File: src/rtl/contour_mesh_engine_if.sv
// Pixel-in and contour-out valid/ready streams
// for the contour mesh engine.
interface contour_mesh_engine_if #(
   parameter int PW = 2
);
   logic          pix_valid;
   logic [PW-1:0] pix_data;
   logic          pix_ready;
   logic          out_valid;
   logic          out_bit;
   logic          out_ready;

   modport master (
      output pix_valid, pix_data, out_ready,
      input  pix_ready, out_valid, out_bit
   );

   modport slave (
      input  pix_valid, pix_data, out_ready,
      output pix_ready, out_valid, out_bit
   );
endinterface

File: src/rtl/contour_mesh_engine.sv
// Loads a W x H toroidal pixel mesh, flags interior
// cells, then streams one contour bit per cell.
module contour_mesh_engine #(
   parameter int W  = 26,
   parameter int H  = 18,
   parameter int PW = 2
) (
   input  logic                   clk,
   input  logic                   rst,
   input  logic                   start,
   input  logic [1:0]             algo,
   contour_mesh_engine_if.slave   io,
   output logic                   busy,
   output logic                   done
);
   localparam int N  = W * H;
   localparam int IW = $clog2(N);
   localparam int RW = $clog2(H);
   localparam int CW = $clog2(W);

   typedef enum logic [1:0] {
      S_IDLE, S_LOAD, S_CLASS, S_EMIT
   } state_t;

   state_t                 state_q, state_d;
   logic [1:0]             algo_q, algo_d;
   logic [IW-1:0]          idx_q, idx_d;
   logic [RW-1:0]          row_q, row_d;
   logic [CW-1:0]          col_q, col_d;
   logic                   done_q, done_d;
   logic [N-1:0]           flag_q, flag_d;
   logic [N-1:0][PW-1:0]   buf_q, buf_d;

   logic [IW-1:0] nb_n, nb_s, nb_e, nb_w;
   logic          eq_n, eq_s, eq_e, eq_w;
   logic          interior, vertex, bit_sel;
   logic          last, adv, clr;

   // Toroidal neighbour indices of the current cell.
   always_comb begin
      nb_n = (row_q == '0) ? idx_q + IW'(N - W)
                           : idx_q - IW'(W);
      nb_s = (row_q == RW'(H - 1)) ? idx_q - IW'(N - W)
                                   : idx_q + IW'(W);
      nb_e = (col_q == CW'(W - 1)) ? idx_q - IW'(W - 1)
                                   : idx_q + IW'(1);
      nb_w = (col_q == '0) ? idx_q + IW'(W - 1)
                           : idx_q - IW'(1);
   end

   // Neighbour equality and the per-mode contour bit.
   always_comb begin
      eq_n     = buf_q[idx_q] == buf_q[nb_n];
      eq_s     = buf_q[idx_q] == buf_q[nb_s];
      eq_e     = buf_q[idx_q] == buf_q[nb_e];
      eq_w     = buf_q[idx_q] == buf_q[nb_w];
      interior = eq_n & eq_s & eq_e & eq_w;
      vertex   = (flag_q[idx_q] != flag_q[nb_e])
               | (flag_q[idx_q] != flag_q[nb_s]);
      bit_sel  = 1'b0;
      case (algo_q)
         2'b00:   bit_sel = ~flag_q[idx_q];
         2'b01:   bit_sel = eq_e ^ eq_s;
         2'b10:   bit_sel = vertex;
         default: bit_sel = 1'b0;
      endcase
   end

   // Next-state, buffer/flag writes and raster counters.
   always_comb begin
      state_d = state_q;
      algo_d  = algo_q;
      idx_d   = idx_q;
      row_d   = row_q;
      col_d   = col_q;
      done_d  = 1'b0;
      flag_d  = flag_q;
      buf_d   = buf_q;
      adv     = 1'b0;
      clr     = 1'b0;
      last    = idx_q == IW'(N - 1);
      unique case (state_q)
         S_IDLE: begin
            if (start) begin
               algo_d  = algo;
               clr     = 1'b1;
               state_d = S_LOAD;
            end
         end
         S_LOAD: begin
            if (io.pix_valid) begin
               buf_d[idx_q] = io.pix_data;
               adv          = 1'b1;
               if (last) state_d = S_CLASS;
            end
         end
         S_CLASS: begin
            flag_d[idx_q] = interior;
            adv           = 1'b1;
            if (last) state_d = S_EMIT;
         end
         S_EMIT: begin
            if (io.out_ready) begin
               adv = 1'b1;
               if (last) begin
                  state_d = S_IDLE;
                  done_d  = 1'b1;
               end
            end
         end
      endcase
      if (clr || (adv && last)) begin
         idx_d = '0;
         row_d = '0;
         col_d = '0;
      end else if (adv) begin
         idx_d = idx_q + IW'(1);
         if (col_q == CW'(W - 1)) begin
            col_d = '0;
            row_d = row_q + RW'(1);
         end else begin
            col_d = col_q + CW'(1);
         end
      end
   end

   // Control state; reset abandons any frame in flight.
   always_ff @(posedge clk) begin
      if (rst) begin
         state_q <= S_IDLE;
         algo_q  <= '0;
         idx_q   <= '0;
         row_q   <= '0;
         col_q   <= '0;
         done_q  <= 1'b0;
         flag_q  <= '0;
      end else begin
         state_q <= state_d;
         algo_q  <= algo_d;
         idx_q   <= idx_d;
         row_q   <= row_d;
         col_q   <= col_d;
         done_q  <= done_d;
         flag_q  <= flag_d;
      end
   end

   // Pixel buffer holds its contents across reset.
   always_ff @(posedge clk) begin
      buf_q <= buf_d;
   end

   assign io.pix_ready = state_q == S_LOAD;
   assign io.out_valid = state_q == S_EMIT;
   assign io.out_bit   = (state_q == S_EMIT) & bit_sel;
   assign busy         = state_q != S_IDLE;
   assign done         = done_q;
endmodule

File: src/flat_wrapper.sv
// flat-port wrapper written by rule: the top's interface ports become plain ports
module contour_mesh_engine_flat 
#(
   parameter int W  = 26,
   parameter int H  = 18,
   parameter int PW = 2
)
  (clk, rst, start, algo, busy, done, io_pix_valid, io_pix_data, io_out_ready, io_pix_ready, io_out_valid, io_out_bit);
  contour_mesh_engine_if #(.PW(PW)) io_i ();
  input  logic clk;
  input  logic rst;
  input  logic start;
  input  logic [1:0] algo;
  output logic busy;
  output logic done;
  input wire logic [$bits(io_i.pix_valid)-1:0] io_pix_valid;
  input wire logic [$bits(io_i.pix_data)-1:0] io_pix_data;
  input wire logic [$bits(io_i.out_ready)-1:0] io_out_ready;
  output wire logic [$bits(io_i.pix_ready)-1:0] io_pix_ready;
  output wire logic [$bits(io_i.out_valid)-1:0] io_out_valid;
  output wire logic [$bits(io_i.out_bit)-1:0] io_out_bit;
  assign io_i.pix_valid = io_pix_valid;
  assign io_i.pix_data = io_pix_data;
  assign io_i.out_ready = io_out_ready;
  assign io_pix_ready = io_i.pix_ready;
  assign io_out_valid = io_i.out_valid;
  assign io_out_bit = io_i.out_bit;
  contour_mesh_engine #(.W(W), .H(H), .PW(PW)) u_core (.clk(clk), .rst(rst), .start(start), .algo(algo), .io(io_i), .busy(busy), .done(done));
endmodule
File: config.mk
export PLATFORM = sky130hd
export DESIGN_NAME = contour_mesh_engine_flat
export DESIGN_NICKNAME = d
export VERILOG_FILES = /design/src/rtl/contour_mesh_engine_if.sv /design/src/rtl/contour_mesh_engine.sv /design/src/flat_wrapper.sv
export SDC_FILE = /design/constraint.sdc
export NUM_CORES = 2
export LEC_CHECK = 0
export BUFFER_PORTS_ARGS = -buffer_cell sky130_fd_sc_hd__buf_2
export CAP_MARGIN = 20
export CELL_PAD_IN_SITES_DETAIL_PLACEMENT = 0
export CELL_PAD_IN_SITES_GLOBAL_PLACEMENT = 2
export CORE_MARGIN = 5
export CORE_UTILIZATION = 26
export CTS_BUF_LIST = sky130_fd_sc_hd__clkbuf_4 sky130_fd_sc_hd__clkbuf_8
export CTS_CLUSTER_SIZE = 10
export DETAILED_ROUTE_END_ITERATION = 8
export PLACE_DENSITY_LB_ADDON = 0.2
export SETUP_SLACK_MARGIN = 0.15
export SYNTH_ARGS = -nofsm -noshare
export SYNTH_HDL_FRONTEND = slang
export SYNTH_SLANG_ARGS = --single-unit
File: constraint.sdc
create_clock -name clk -period 8.7 [get_ports clk]
set_clock_uncertainty 0.2 [all_clocks]
set_input_delay 0.87 -clock clk [delete_from_list [all_inputs] [get_ports clk]]
set_output_delay 0.87 -clock clk [all_outputs]
set_load 0.02 [all_outputs]
# After elaboration in Yosys (flattened, before gate mapping)
# Cells that the tools add are included.
word_totals:
  register_bits: 1428
  input_bits: 9
  out_inout_bits: 5
  word_cells: 575
classes:
  addsub: 10
  order_cmp: 6
  n_eq_ne: 20
  n_mux: 41
  bitwise_logic: 9
  n_reduce_logical: 14
ops:
  columns: ["operator", "count"]
  rows:
  - ["bitwise mux 936 bit", 1]
  - ["bitwise mux 468 bit", 1]
  - ["binary-select mux 2 bit (select 9 bit)", 5]
  - ["less-than comparator 9 x 10 -> 1 bit, second input constant", 5]
  - ["2-to-1 mux 9 bit", 4]
  - ["binary-select mux 1 bit (select 9 bit)", 3]
  - ["2-to-1 mux 2 bit", 12]
  - ["adder 9 x 5 -> 9 bit, second input constant", 2]
  - ["demux 2 bit (select 9 bit)", 1]
  - ["subtractor 9 x 5 -> 9 bit, second input constant", 2]
  - ["adder 5 x 1 -> 5 bit, second input constant", 2]
  - ["== test 5 bit, second input constant", 2]
  - ["zero test 5 bit", 2]
  - ["adder 9 x 1 -> 9 bit, second input constant", 1]
  - ["adder 9 bit, second input constant", 1]
  - ["demux 1 bit (select 9 bit)", 1]
  - ["== test 9 bit, second input constant", 1]
  - [">= comparator 9 x 1 -> 1 bit, second input constant", 1]
  - ["2-to-1 mux 1 bit", 9]
  - ["subtractor 9 x 1 -> 9 bit, second input constant", 1]
  - ["subtractor 9 bit, second input constant", 1]
  - ["== test 2 bit", 4]
  - ["one-hot mux 2 bit (4 select lines)", 1]
  - ["== test 2 bit, second input constant", 3]
  - ["18 further kinds", 34]

# Depth between registers and ports, before layout
depth:
  depth_word: 9
  ltp_mapped: 30
  ltp_nobuf: 17

# Worst setup path after synthesis
# OpenSTA, ideal clock, no wires.
synth_timing:
  path_kind: "flip-flop to output port"
  from: "reg u_core.idx_q[0]"
  to: "out io_out_bit"
  arrival_ns: 6.576
  required_ns: 7.630
  slack_ns: 1.054
  path_stages_with_launch: 30
  path_buffers: 15
  path_cell_list: "dfxtp_1 > buf_6 > buf_6 > inv_2 > buf_2 > buf_2 > buf_2 > buf_2 > buf_2 > buf_2 > buf_2 > ha_1 > inv_1 > xnor2_1 > buf_2 > buf_1 > buf_2 > buf_2 > clkbuf_1 > clkbuf_1 > mux4_2 > nand2_1 > a21oi_1 > a2111oi_0 > nor4_1 > o22ai_1 > o31ai_1 > nand2_1 > a21oi_1 > o22ai_1"
synth_via:
  elab_chain_cells: 8
  word_cells_on_any_way: 27
  cone_classes: "add/sub: 4; eq/ne: 4; mux: 15; bitwise: 4"
synth_rtl:
  columns: ["item", "line", "rtl"]
  rows:
  - ["start, declared", "contour_mesh_engine.sv:27", "logic [IW-1:0] idx_q, idx_d;"]
  - ["start signal, assigned", "contour_mesh_engine.sv:140", "idx_q <= idx_d;"]
  - ["adder 9 x 1 -> 9 bit / subtractor 9 x 5 -> 9 bit (equally long branches)", "contour_mesh_engine.sv:46, contour_mesh_engine.sv:45", null]
  - ["2-to-1 mux 9 bit *", "contour_mesh_engine.sv:45", "nb_e = (col_q == CW'(W - 1)) ? idx_q - IW'(W - 1)"]
  - ["net u_core.nb_e[0]", "contour_mesh_engine.sv:34", "logic [IW-1:0] nb_n, nb_s, nb_e, nb_w;"]
  - ["binary-select mux 2 bit (select 9 bit) / binary-select mux 1 bit (select 9 bit) (equally long branches)", "contour_mesh_engine.sv:55, contour_mesh_engine.sv:58", null]
  - ["2-to-1 mux 2 bit (implied by the code) / 2-to-1 mux 1 bit (equally long branches)", "contour_mesh_engine.sv:55, contour_mesh_engine.sv:58", null]
  - ["== test 2 bit / inequality test 1 bit (equally long branches)", "contour_mesh_engine.sv:55, contour_mesh_engine.sv:58", null]
  - ["XOR 1 bit / bitwise OR 1 bit (equally long branches)", "contour_mesh_engine.sv:63, contour_mesh_engine.sv:59", null]
  - ["one-hot mux 1 bit (3 select lines) *", "contour_mesh_engine.sv:61", "case (algo_q)"]
  - ["bitwise AND 1 bit *", "contour_mesh_engine.sv:155", "assign io.out_bit = (state_q == S_EMIT) & bit_sel;"]
  - ["end, declared", "flat_wrapper.sv:21", "output wire logic [$bits(io_i.out_bit)-1:0] io_out_bit;"]
# The timed path passes the listed nets; every way through them passes the cells marked *. The select of a mux whose other input is x is not followed.

# Worst setup path after layout
layout_timing:
  from: "reg u_core.idx_q[2]"
  to: "out io_out_bit"
layout_via:
  elab_chain_cells: 8
  word_cells_on_any_way: 27
  cone_classes: "add/sub: 4; eq/ne: 4; mux: 15; bitwise: 4"
layout_rtl:
  columns: ["item", "line", "rtl"]
  rows:
  - ["adder 9 x 1 -> 9 bit, or another cell as far along", "contour_mesh_engine.sv:46", ": idx_q + IW'(1);"]
  - ["2-to-1 mux 9 bit, on equally long branches", "contour_mesh_engine.sv:45, contour_mesh_engine.sv:43", null]
  - ["binary-select mux 2 bit (select 9 bit), or another cell as far along", "contour_mesh_engine.sv:55", "eq_e = buf_q[idx_q] == buf_q[nb_e];"]
  - ["2-to-1 mux 2 bit (implied by the code), or another cell as far along", "contour_mesh_engine.sv:55", null]
  - ["== test 2 bit, or another cell as far along", "contour_mesh_engine.sv:55", null]
  - ["XOR 1 bit / bitwise OR 1 bit (equally long branches)", "contour_mesh_engine.sv:63, contour_mesh_engine.sv:59", null]
  - ["one-hot mux 1 bit (3 select lines) *", "contour_mesh_engine.sv:61", null]
  - ["bitwise AND 1 bit *", "contour_mesh_engine.sv:155", null]
# Every way passes the cells marked *; elsewhere a longest branch is shown, timed or not. The select of a mux whose other input is x is not followed.

==> metrics.md <==
| Metric | Value |
|---|---|
| H-tree levels | 5 |
| Initial Utilization | between 20% and 30% |
| Sequential share of power | 36.4% |
| CTS tree | built |
| Total wire length | around 570 mm |
| Area grow syn2layout | 13.9% |
| Die Area | 0.390 sq mm |
| Library cells used by synthesis | 95 |
| Critical Path Start | u_core.idx_q[2] |
| Power per standard cell area | 178 mW/mm^2 |
| Synth area leader | edfxtp_1 |
| Critical Path RT | 7.63 ns |
| Worst hold margin | approximately 0.094 ns |
| Via count | 88500 |
| Max cap viols | 0 |
| Syn avg cell area | 11.1 sq um |
| Fmax | 113 MHz |
| 1st-iter DRT viols | 12900 |
| WL per Instance | between 40 and 50 microns |
| Area share of the largest cell type after synthesis | between 20% and 30% |
| Reg2reg end | u_core.flag_q[236] |
| Failing checks | negative setup slack |
| Mapped Nets | 8897 |
| HPWL after DPL | 382 mm |
| Final setup violation count | 1 |
| Synth area leaders | edfxtp_1 (29%), mux4_2 (21%), dfxtp_1 (10%) |
| Leading cell type in the layout, fill and taps excluded | nand2_1 |
| Met2 wire len | 236 mm |
| Hold wc startpoint | io_pix_data[0] |
| Post-route clock period utilization | 102% |
| Post-DR vias/cell | between 6 and 7 |
| Power share of the clock group | 39.3% |
| Fin crit period | 8.86 ns |
| Die Span X | 624 microns |
| Reg2Reg Depth | 20 |
| Synthesized instance count | 8855 |
| WS Path Type | reg2out |
| Clock tree buffer depth | 4 |
| Final WS setup | -0.161 ns |
| Combinational share of power | 24.3% |
| Overall Power | 0.0199 W |
| DRC violations left | 0 |
| CTS Root Cell | clkbuf_8 |
| Top_reg_cell synth | edfxtp_1 |
| Antenna-violating nets left | 0 |
| Worst slew margin | 7.29% |
| First-pass GRT wire length | between 700 and 800 mm |
| Final Slew Violations | 0 |
| CTS sink count | 1428 |
| Final global-route overflow total | 0 |
| Setup crit end kind | output pin |
| Post-synth ARST share | 0% |
| CP arrival | 7.79 ns |
| Share of cells above drive strength 1 | 24.1% |
| Register area share after synthesis | 38.7% |
| Sw Share | between 30% and 40% |
| Met3 wire len | 60.4 mm |
| Die span in y | 624 microns |
| Worst Setup Start Kind | flop |
| Vias in the first global route | 82900 |
| Synth warnings | 0 |
| Input/output buffers | 13 |
| EDFF count, synth | 936 |
| Final hold vios | 0 |
| Sw power | about 0.0067 W |
| CP max FO | 16 |
| Leakage | 33.3 nW |
| WHS Endpoint | u_core.buf_q[78] |
| Synthesized cell area | 0.0981 sq mm |
| Gpl congestion | approximately 1 |
| Synthesized flop and latch total | 1428 |
| TritonCTS Buffers | 287 |
| Nets | 8776 |
| RSZ-0062 raised after global routing | no |
| Clock transition at the registers of the reported paths | 0.07 ns |
| Maximum VDD drop | 0.121 mV |
| Worst Tran Pin Value | 1.39 ns |
| DR top layer | met5 |
| Worst r2r src | u_core.col_q[1] |
| Tot GR Track Use | 28.0% |
| Antenna violations before repair | 74 |
| Met1 WL | 233 mm |
| Commonest non-fill, non-tap cells in the layout | nand2_1 (1129), edfxtp_1 (936), mux4_2 (932) |
| Hold WC Path Type | in2reg |
| Number of cell rows | approximately 230 |
| R2r setup slk | approximately 0.64 ns |
| Pin count of the biggest net entering global routing | between 200 and 250 |
| Core Footprint | 0.376 sq mm |
| Clock Latency Late Sink | 1.16 ns |
| Int Power | around 0.013 W |
| Outcome | finished, violations left |
| I/O Pins | 14 |
| Hold Path Depth | 1 |
| DR pass1 iterations | 9 |
-- synth_stat cells (22+ instances only) --
cell type	number
a2111oi_0	48
a211oi_1	85
a21oi_1	159
a221oi_1	28
a22o_1	24
a22oi_1	145
a311oi_1	46
a31oi_1	58
a32oi_1	25
and2_1	22
and3_1	70
buf_1	75
buf_2	171
buf_4	58
buf_6	22
clkbuf_1	539
dfxtp_1	492
edfxtp_1	936
ha_1	30
inv_1	22
mux2_2	115
mux2i_1	670
mux4_1	27
mux4_2	932
nand2_1	1144
nand3_1	351
nand3b_1	473
nand4_1	67
nor2_1	718
nor3_1	108
nor4_1	43
o2111ai_1	31
o211ai_1	37
o21ai_0	586
o221ai_1	25
o22ai_1	122
xnor2_1	29
-- power by group through the flow --
stage,logic [W],clock network [W],registers [W]
after floorplan,0.00287,0,0.00738
after global placement,0.00469,0,0.00739
after detailed placement,0.00469,0,0.00739
after CTS,0.00471,0.00798,0.00725
after global routing,0.00492,0.00829,0.00724
final,0.00485,0.00781,0.00725
-- timing repair --
item                       CTS  global route
hold buffers                 8             0
setup endpoints to repair    1             1
cloned                       1             0
pin swaps                    2             1
buffers inserted             2             2
hold endpoints to repair    34             0
gates resized for setup     11            12
-- registers in the layout (all words and copies together) (netlist names) --
register / flops
u_core.buf_q: 936
u_core.col_q: 5
u_core.flag_q: 468
u_core.idx_q: 9
u_core.done: 1
u_core.state_q: 2
u_core.row_q: 5
u_core.algo_q: 2
-- cell type report --
| cell class | instances | area [sq um] |
|---|---|---|
| antenna | 30 | 75.1 |
| clock buffer | 385 | 4860 |
| clock inverter | 126 | 1280 |
| fill | 38300 | 264000 |
| inverter | 27 | 116 |
| multi-input combinational | 6517 | 56800 |
| sequential | 1428 | 38000 |
| tap | 4994 | 6250 |
| timing repair buffer | 473 | 4320 |
-- logic make-up after synthesis --
kind of cell / share of synthesized area, %
and+or+nand+nor: 15.0
adders and majority gates: 0.444
buffers and inverters: 4.32
xor gates and xnor gates: 0.420
muxes: 30.4
DFF: 38.7
AOI/OAI and AO/OA: 10.7
-- how the worst max path moves through the flow --
stage,endpoint
6_report,io_out_bit
5_1_grt,io_out_bit
4_1_cts,io_out_bit
3_5_place_dp,io_out_bit
3_3_place_gp,io_out_bit
2_1_floorplan,io_out_bit
-- metal layers --
metal,vias up,GRT usage [%]
met1,46400,37.8
met4,48,15.3
li1,34700,-
met3,1370,8.02
met2,6072,40.0
met5,-,0.889
-- metrics by stage --
| step | util (%) | cell area, sq um | TNS (ns) | setup slack (ns) | instances |
|---|---|---|---|---|---|
| final | 29.7 | 112000 | -0.161 | -0.161 | 14000 |
| after global routing | 29.7 | 112000 | 0 | 0.145 | 14000 |
| after CTS | 29.7 | 111000 | 0 | 0.200 | 13900 |
| after detailed placement | 28.0 | 105000 | 0 | 0.612 | 13400 |
| after global placement | 27.9 | 105000 | 0 | 0.147 | 13400 |
| after floorplan | - | 98100 | 0 | 1.05 | 8855 |
-- worst max-delay path, stage by stage, from the launching register on --
cell      delay, ns
dfxtp_4        0.68
buf_4          0.52
nand2_1        0.56
a21o_1         0.38
o211ai_4       0.38
nand2_1        0.57
buf_4          0.41
o32a_1         0.36
o211a_1        0.23
a211oi_1       0.69
a211oi_1       0.12
o21ai_0        0.25
nand4b_1       0.25
xnor2_2        0.59
o22ai_1        0.28
buf_4          0.21
buf_2          0.15
No activity file was read; power rests on OpenSTA's default activity.
